### src/rtl/keypad_scanner.sv
// 4x4 matrix keypad scanner: drives one column at a time, debounces press and release,
// and hands each accepted key out through a valid/ready register with overrun flagging.
module keypad_scanner #(
   parameter int unsigned SCAN_TICKS    = 27000,
   parameter int unsigned DEBOUNCE_TIME = 54000
) (
   input  logic       clk,
   input  logic       rst,
   input  logic [3:0] row_i,
   output logic [3:0] col_o,
   output logic [3:0] key_code,
   output logic       key_valid,
   input  logic       key_ready,
   output logic       key_held,
   output logic       key_overrun
);

   localparam int unsigned ScanW = $clog2(SCAN_TICKS) + 1;
   localparam int unsigned DbW   = $clog2(DEBOUNCE_TIME) + 1;
   localparam logic [ScanW-1:0] ScanLast = ScanW'(SCAN_TICKS - 1);
   localparam logic [DbW-1:0]   DbLast   = DbW'(DEBOUNCE_TIME - 1);

   typedef enum logic [1:0] {StScan, StPressDb, StHold} state_e;

   state_e           state_q, state_d;
   logic [3:0]       row_meta_q, row_s_q;
   logic [ScanW-1:0] scan_cnt_q, scan_cnt_d;
   logic [DbW-1:0]   db_cnt_q, db_cnt_d;
   logic [3:0]       col_q, col_d;
   logic [1:0]       row_idx_q, row_idx_d;
   logic [3:0]       code_q, code_d;
   logic             valid_q, valid_d;
   logic             held_q, held_d;
   logic             ovr_q, ovr_d;

   logic       row_hit;
   logic       load;
   logic [1:0] low_row;
   logic [1:0] col_idx;
   logic [3:0] col_rot;

   assign row_hit = row_s_q[row_idx_q];
   assign col_rot = {col_q[2:0], col_q[3]};

   // Lowest-index pressed row wins when several keys share the driven column.
   always_comb begin
      low_row = 2'd0;
      for (int i = 3; i >= 0; i--) begin
         if (row_s_q[i]) low_row = 2'(i);
      end
   end

   always_comb begin
      col_idx = 2'd0;
      unique case (col_q)
         4'b0001: col_idx = 2'd0;
         4'b0010: col_idx = 2'd1;
         4'b0100: col_idx = 2'd2;
         4'b1000: col_idx = 2'd3;
         default: col_idx = 2'd0;
      endcase
   end

   always_comb begin
      state_d    = state_q;
      scan_cnt_d = scan_cnt_q;
      db_cnt_d   = db_cnt_q;
      col_d      = col_q;
      row_idx_d  = row_idx_q;
      held_d     = held_q;
      load       = 1'b0;
      case (state_q)
         StScan: begin
            if (scan_cnt_q == ScanLast) begin
               scan_cnt_d = '0;
               if (row_s_q == 4'b0000) begin
                  col_d = col_rot;
               end else begin
                  row_idx_d = low_row;
                  db_cnt_d  = '0;
                  state_d   = StPressDb;
               end
            end else begin
               scan_cnt_d = scan_cnt_q + 1'b1;
            end
         end
         StPressDb: begin
            if (!row_hit) begin
               state_d    = StScan;
               col_d      = col_rot;
               scan_cnt_d = '0;
            end else if (db_cnt_q == DbLast) begin
               load     = 1'b1;
               held_d   = 1'b1;
               db_cnt_d = '0;
               state_d  = StHold;
            end else begin
               db_cnt_d = db_cnt_q + 1'b1;
            end
         end
         StHold: begin
            // Only the latched row matters here; other keys are ignored until release.
            if (row_hit) begin
               db_cnt_d = '0;
            end else if (db_cnt_q == DbLast) begin
               held_d     = 1'b0;
               state_d    = StScan;
               col_d      = col_rot;
               scan_cnt_d = '0;
            end else begin
               db_cnt_d = db_cnt_q + 1'b1;
            end
         end
         default: state_d = StScan;
      endcase
   end

   // A load coinciding with a transfer replaces the key rather than flagging overrun.
   always_comb begin
      code_d  = code_q;
      valid_d = valid_q;
      ovr_d   = 1'b0;
      if (load) begin
         if (valid_q && !key_ready) begin
            ovr_d = 1'b1;
         end else begin
            code_d  = {row_idx_q, col_idx};
            valid_d = 1'b1;
         end
      end else if (valid_q && key_ready) begin
         valid_d = 1'b0;
      end
   end

   always_ff @(posedge clk or posedge rst) begin
      if (rst) begin
         row_meta_q <= '0;
         row_s_q    <= '0;
         state_q    <= StScan;
         scan_cnt_q <= '0;
         db_cnt_q   <= '0;
         col_q      <= 4'b0001;
         row_idx_q  <= '0;
         code_q     <= '0;
         valid_q    <= 1'b0;
         held_q     <= 1'b0;
         ovr_q      <= 1'b0;
      end else begin
         row_meta_q <= row_i;
         row_s_q    <= row_meta_q;
         state_q    <= state_d;
         scan_cnt_q <= scan_cnt_d;
         db_cnt_q   <= db_cnt_d;
         col_q      <= col_d;
         row_idx_q  <= row_idx_d;
         code_q     <= code_d;
         valid_q    <= valid_d;
         held_q     <= held_d;
         ovr_q      <= ovr_d;
      end
   end

   assign col_o       = col_q;
   assign key_code    = code_q;
   assign key_valid   = valid_q;
   assign key_held    = held_q;
   assign key_overrun = ovr_q;

endmodule

### config.mk
export PLATFORM = sky130hd
export DESIGN_NAME = keypad_scanner
export DESIGN_NICKNAME = d
export VERILOG_FILES = /design/src/rtl/keypad_scanner.sv
export SDC_FILE = /design/constraint.sdc
export NUM_CORES = 1
export LEC_CHECK = 0
export CAP_MARGIN = 20
export CORE_MARGIN = 8
export CORE_UTILIZATION = 59
export DETAILED_ROUTE_END_ITERATION = 16
export PLACE_DENSITY = 0.79
export SYNTH_ARGS = -nofsm -noshare
export SYNTH_HDL_FRONTEND = slang
export SYNTH_SLANG_ARGS = --single-unit
### constraint.sdc
create_clock -name clk -period 2.7 [get_ports clk]
set_input_delay 0.54 -clock clk [delete_from_list [all_inputs] [get_ports clk]]
set_output_delay 0.54 -clock clk [all_outputs]
set_load 0.03 [all_outputs]
Word-level counts from Yosys, hierarchy flattened

Cells that the tools add are included.

Logic and storage cells: 95
Register bits: 56
Bits of input ports: 7

Equal/unequal tests: 18
Magnitude comparators: 1
Reduce and logical (&&, ||, !) cells: 16
Bitwise operators: 2
Mux-type cells: 45
$add $sub $neg: 2

Operator list:

| kind                    | count |
|---|---|
| $mux W17                | 6 |
| $mux W16                | 4 |
| $pmux W17 S3            | 1 |
| $pmux W16 S3            | 1 |
| $mux W2                 | 10 |
| $mux W4                 | 5 |
| $ne A2 B2 Y1 const B    | 9 |
| $add A17 B1 Y17 const B | 1 |
| $eq A17 B16 Y1 const B  | 1 |
| $add A16 B1 Y16 const B | 1 |
| $eq A16 B15 Y1 const B  | 1 |
| $reduce_and A5 Y1       | 3 |
| $mux W1                 | 13 |
| $pmux W2 S3             | 2 |
| $pmux W4 S3             | 1 |
| $ne A3 B3 Y1 const B    | 2 |
| $reduce_and A6 Y1       | 1 |
| $eq A4 B2 Y1 const B    | 1 |
| $eq A4 B3 Y1 const B    | 1 |
| $eq A4 B4 Y1 const B    | 1 |
| $logic_not A4 Y1        | 1 |
| $reduce_and A2 Y1       | 2 |
| $reduce_and A4 Y1       | 1 |
| $reduce_bool A2 Y1      | 2 |
| other kinds (11)        | 13 |

Logic depth before layout (Yosys ltp)

Depth in word-level cells: 6
Depth in mapped cells: 10
Mapped depth without buffers: 7

Worst setup path after synthesis

No wires, ideal clock.

Path kind: register -> register
Start point: register scan_cnt_q[3]
End point: register db_cnt_q[16]
Arrival: 2,379 ps
Stages on the path, launching flop included: 8
Slack: 243 ps
Cell sequence: dfrtp_1 > or4_4 > nor4_4 > a21boi_2 > a211o_1 > buf_6 > or4_1 > a21oi_1

Longest elaborated chain between the ends: 3

RTL lines:

| what                               | line | text |
|---|---|---|
| start: declaration                 | 27   | `logic [ScanW-1:0] scan_cnt_q, scan_cnt_d;` |
| start signal: assignment           | 152  | `scan_cnt_q <= scan_cnt_d;` |
| $eq A16 B15 Y1                     | 74   | `if (scan_cnt_q == ScanLast) begin` |
| $ne A2 B2 Y1 (no source line)      | --   |  |
| $reduce_and A5 Y1 (no source line) | --   |  |
| end signal: assignment             | 153  | `db_cnt_q <= db_cnt_d;` |
| end: declaration                   | 28   | `logic [DbW-1:0] db_cnt_q, db_cnt_d;` |

No other way between the ends.
A chain may end at the register's enable or synchronous reset.

Worst setup path after layout

Start point: register scan_cnt_q[3]
End point: register db_cnt_q[8]

The elaborated chain is that of the path after synthesis.

==> reports/results.ini <==
[worst_setup_path]
start_kind = flop
timing.critical_path.fanout_max = 14
type_of_the_setup_path_with_the_least_slack = flop to flop
max_stage_delay_ns = 0.54
cp-end-kind = flop
critical_path_required_ns = 2.94
setup.reg_to_reg.worst_slack_ns = 0.19
worstPathCellList = or4_4 > nor4_4 > a21boi_2 > a211o_2 > or4_1 > a21oi_1
timing.rr.start = scan_cnt_q[3]
worstRegToRegCells = 6
crit-reg2reg-capture = db_cnt_q[8]
cpLargestDelayFamily = simple AND/OR/NAND/NOR gates
cp_slowest_cell = sky130_fd_sc_hd__or4_4
worst-path-buf-inv = 0
critPathArrivalTime_ns = 2.75

[final_layout]
finalInstanceArea_mm2 = 0.00322
drive_gt1_frac = 0.113
final_common_cell = sky130_fd_sc_hd__dfrtp_1
syn2layout_area_growth_pct = 13.0
final_net_count = 330
num-fill-cells = 368
n_antenna_cell = 0
layout.core_utilization = 0.687
final_instance_count_excl_fillers = 372
layout.cells.most_common_list = sky130_fd_sc_hd__dfrtp_1, sky130_fd_sc_hd__nor2_1, sky130_fd_sc_hd__o21ai_0

[placement]
number_of_port_buffers = 17
gp_routability_congestion = 0.855
placed_area_mm2 = 0.00313
hpwlAfterDp_um = 4170
numPlacedInstances = 364

[floorplan]
effective_utilization_at_floorplan = 0.608
rows = 25
die_y_um = 85.5
die-area_mm2 = 0.00731
core_area_mm2 = 0.00469
die_w_um = 85.5
ioPinCount = 18

[timing]
tightestPinTransition_ns = 0.555
maxClockFrequency_mhz = 398
drv_slew = 0
rsz_0062_raised_after_global_routing = no
layout_skew_ns = 0.00513
min_period_ns = 2.51
totalNegativeSetupSlack_ns = 0
layout_worst_path_cycle_share = 0.930
finalHoldViolations = 0
fin_hold_ws_ns = 0.358
final_setup_violation_count = 0
slew-limit-headroom = 0.620

[route]
drtAntennaViolNets = 0
dr.max_layer_used = met4
detailedRoute.firstPassIterationCount = 4
route.met3.wl_um = 191
avgViaCountPerCell = 6.12
wirelength_met1_um = 2670
drt-total-wl_um = 5780
count_of_vias_placed_by_the_detailed_router = 2278
post-route-drc-count = 0
first_iter_violations = 122
post_drt_wl_per_cell_um = 15.5
dr_wl_met2_um = 2830

[clock_network]
cts-buffers-inserted = 5
clock_insertion_delay_worst_skew_ns = 0.31
cts.reportedPaths.clkPinSlew_ns = 0.10
ctsHtreeMaxLevel = 2
clockRootBuffer = sky130_fd_sc_hd__clkbuf_8
clock-sinks = 56
cts_tree = done
clock_path_buffers = 2

[global_routing]
first_global_vias = 2219
total_routing_resource_utilization_after_global_routing = 0.174
number_of_antenna_violations_at_the_first_check_in_global_routing = 0
grt_start_max_net_pins = 27
grt_overflow = 0
grt_pass1_wl_um = 10400

[synth]
edff_count_synth = 0
syn-instance-count = 292
asyncSetResetFlopFracSynth = 1.00
synth_top_area_cell = sky130_fd_sc_hd__dfrtp_1
post_synth_main_area_contributors = sky130_fd_sc_hd__dfrtp_1, sky130_fd_sc_hd__o21ai_0, sky130_fd_sc_hd__nand3_1
yosys_register_bits = 56
synth.avg_cell_area_um2 = 9.77
ys_warnings = 0
synthesis.area_mm2 = 0.00285
synth_top_cell_area_share = 0.483
mappedNetlistNets = 305
synth_seq_area_share = 0.492
ys_dominant_reg_cell = sky130_fd_sc_hd__dfrtp_1
synth.distinct_cells = 45

[pwr]
vdd_drop_max_mv = 0.337
power.static_leakage_nw = 1.32
power_per_cell_area_mw_per_mm2 = 416

[min_path]
hp-start = row_meta_q[3]
worst_hold_path_type = flop to flop
hold_depth = 0
hold_worst_path_end = row_s_q[3]

[run]
cap_viol_max_count = 0

[run_status]
outcome = finished, final reports clean

-- how the worst max path moves through the flow --
stage | startpoint | to | slack, ns | depth (start not counted)
4_1_cts | scan_cnt_q[3] | db_cnt_q[8] | 0.15 | 6
3_3_place_gp | scan_cnt_q[3] | db_cnt_q[16] | 0.24 | 6
2_1_floorplan | scan_cnt_q[3] | db_cnt_q[16] | 0.24 | 7
5_1_grt | scan_cnt_q[3] | db_cnt_q[8] | 0.02 | 6
3_5_place_dp | scan_cnt_q[3] | db_cnt_q[8] | 0.20 | 6
6_report | scan_cnt_q[3] | db_cnt_q[8] | 0.19 | 6
-- through the flow --
stage | setup WS (ns) | power (mW)
final | 0.189 | 1.34
after global routing | 0.0201 | 1.40
after CTS | 0.150 | 1.36
after detailed placement | 0.201 | 0.898
after global placement | 0.237 | 0.897
after floorplan | 0.243 | 0.879
-- state kept, by name, indices dropped and copies added (netlist names) --
register and flops:
state_q 2, db_cnt_q 17, key_overrun 1, scan_cnt_q 16, key_held 1, col_o 4, row_idx_q 2, key_valid 1
key_code 4, row_s_q 4, row_meta_q 4
-- report_power, final --
part / internal (mW) / switching (mW)
logic: 0.0133 / 0.0194
registers: 0.844 / 0.00325
clock network: 0.185 / 0.276
-- cells in the mapped netlist, drive strengths merged (4+ instances only) --
master  instances
dfrtp          55
nor2           27
o21ai          25
nand2          23
nand3          22
a21oi          17
o31ai          11
inv            10
mux2            9
clkbuf          7
ha              6
o41ai           6
or4             6
a21o            5
and3            5
nor3            5
xnor2           5
a31oi           4
nor2b           4
o21a            4
-- per-layer routing --
metal / vias to the layer above / track usage
met1: 1106 / 0.230
met2: 41 / 0.272
li1: 1122 / -
met4: 0 / 0.0685
met5: - / 0
met3: 9 / 0.0372
-- what timing repair did --
action                                  in CTS  in global routing
buffers inserted                             0                  0
hold buffers                                 0                  0
gates resized for setup                      0                  1
endpoints found under the setup margin       0                  1
-- logic make-up (layout without fill, tap and decap cells) --
kind of cell | after synthesis | in the layout | share of synthesized area
flops | 56 | 56 | 0.492
simple gates | 115 | 115 | 0.212
mux | 10 | 10 | 0.0434
compound gates | 82 | 82 | 0.184
buf+inv | 18 | 44 | 0.0263
fa+ha+maj | 6 | 6 | 0.0263
xor+xnor | 5 | 5 | 0.0154
-- worst register-to-register path: stages (launching register included) --
cell and delay, ns:
sky130_fd_sc_hd__dfrtp_1 0.45, sky130_fd_sc_hd__or4_4 0.55, sky130_fd_sc_hd__nor4_4 0.27, sky130_fd_sc_hd__a21boi_2 0.10, sky130_fd_sc_hd__a211o_2 0.42, sky130_fd_sc_hd__or4_1 0.49
sky130_fd_sc_hd__a21oi_1 0.16
-- final cells by class --
cell class / count / area [µm²] / area share
clock buffer: 5 / 68.8 / 0.0214
clock inverter: 3 / 21.3 / 0.00660
inverter: 10 / 37.5 / 0.0116
multi-input combinational: 218 / 1380 / 0.427
sequential: 56 / 1400 / 0.435
tap: 54 / 67.6 / 0.0210
timing repair buffer: 26 / 250 / 0.0776
(Power assumes the default switching activity.)
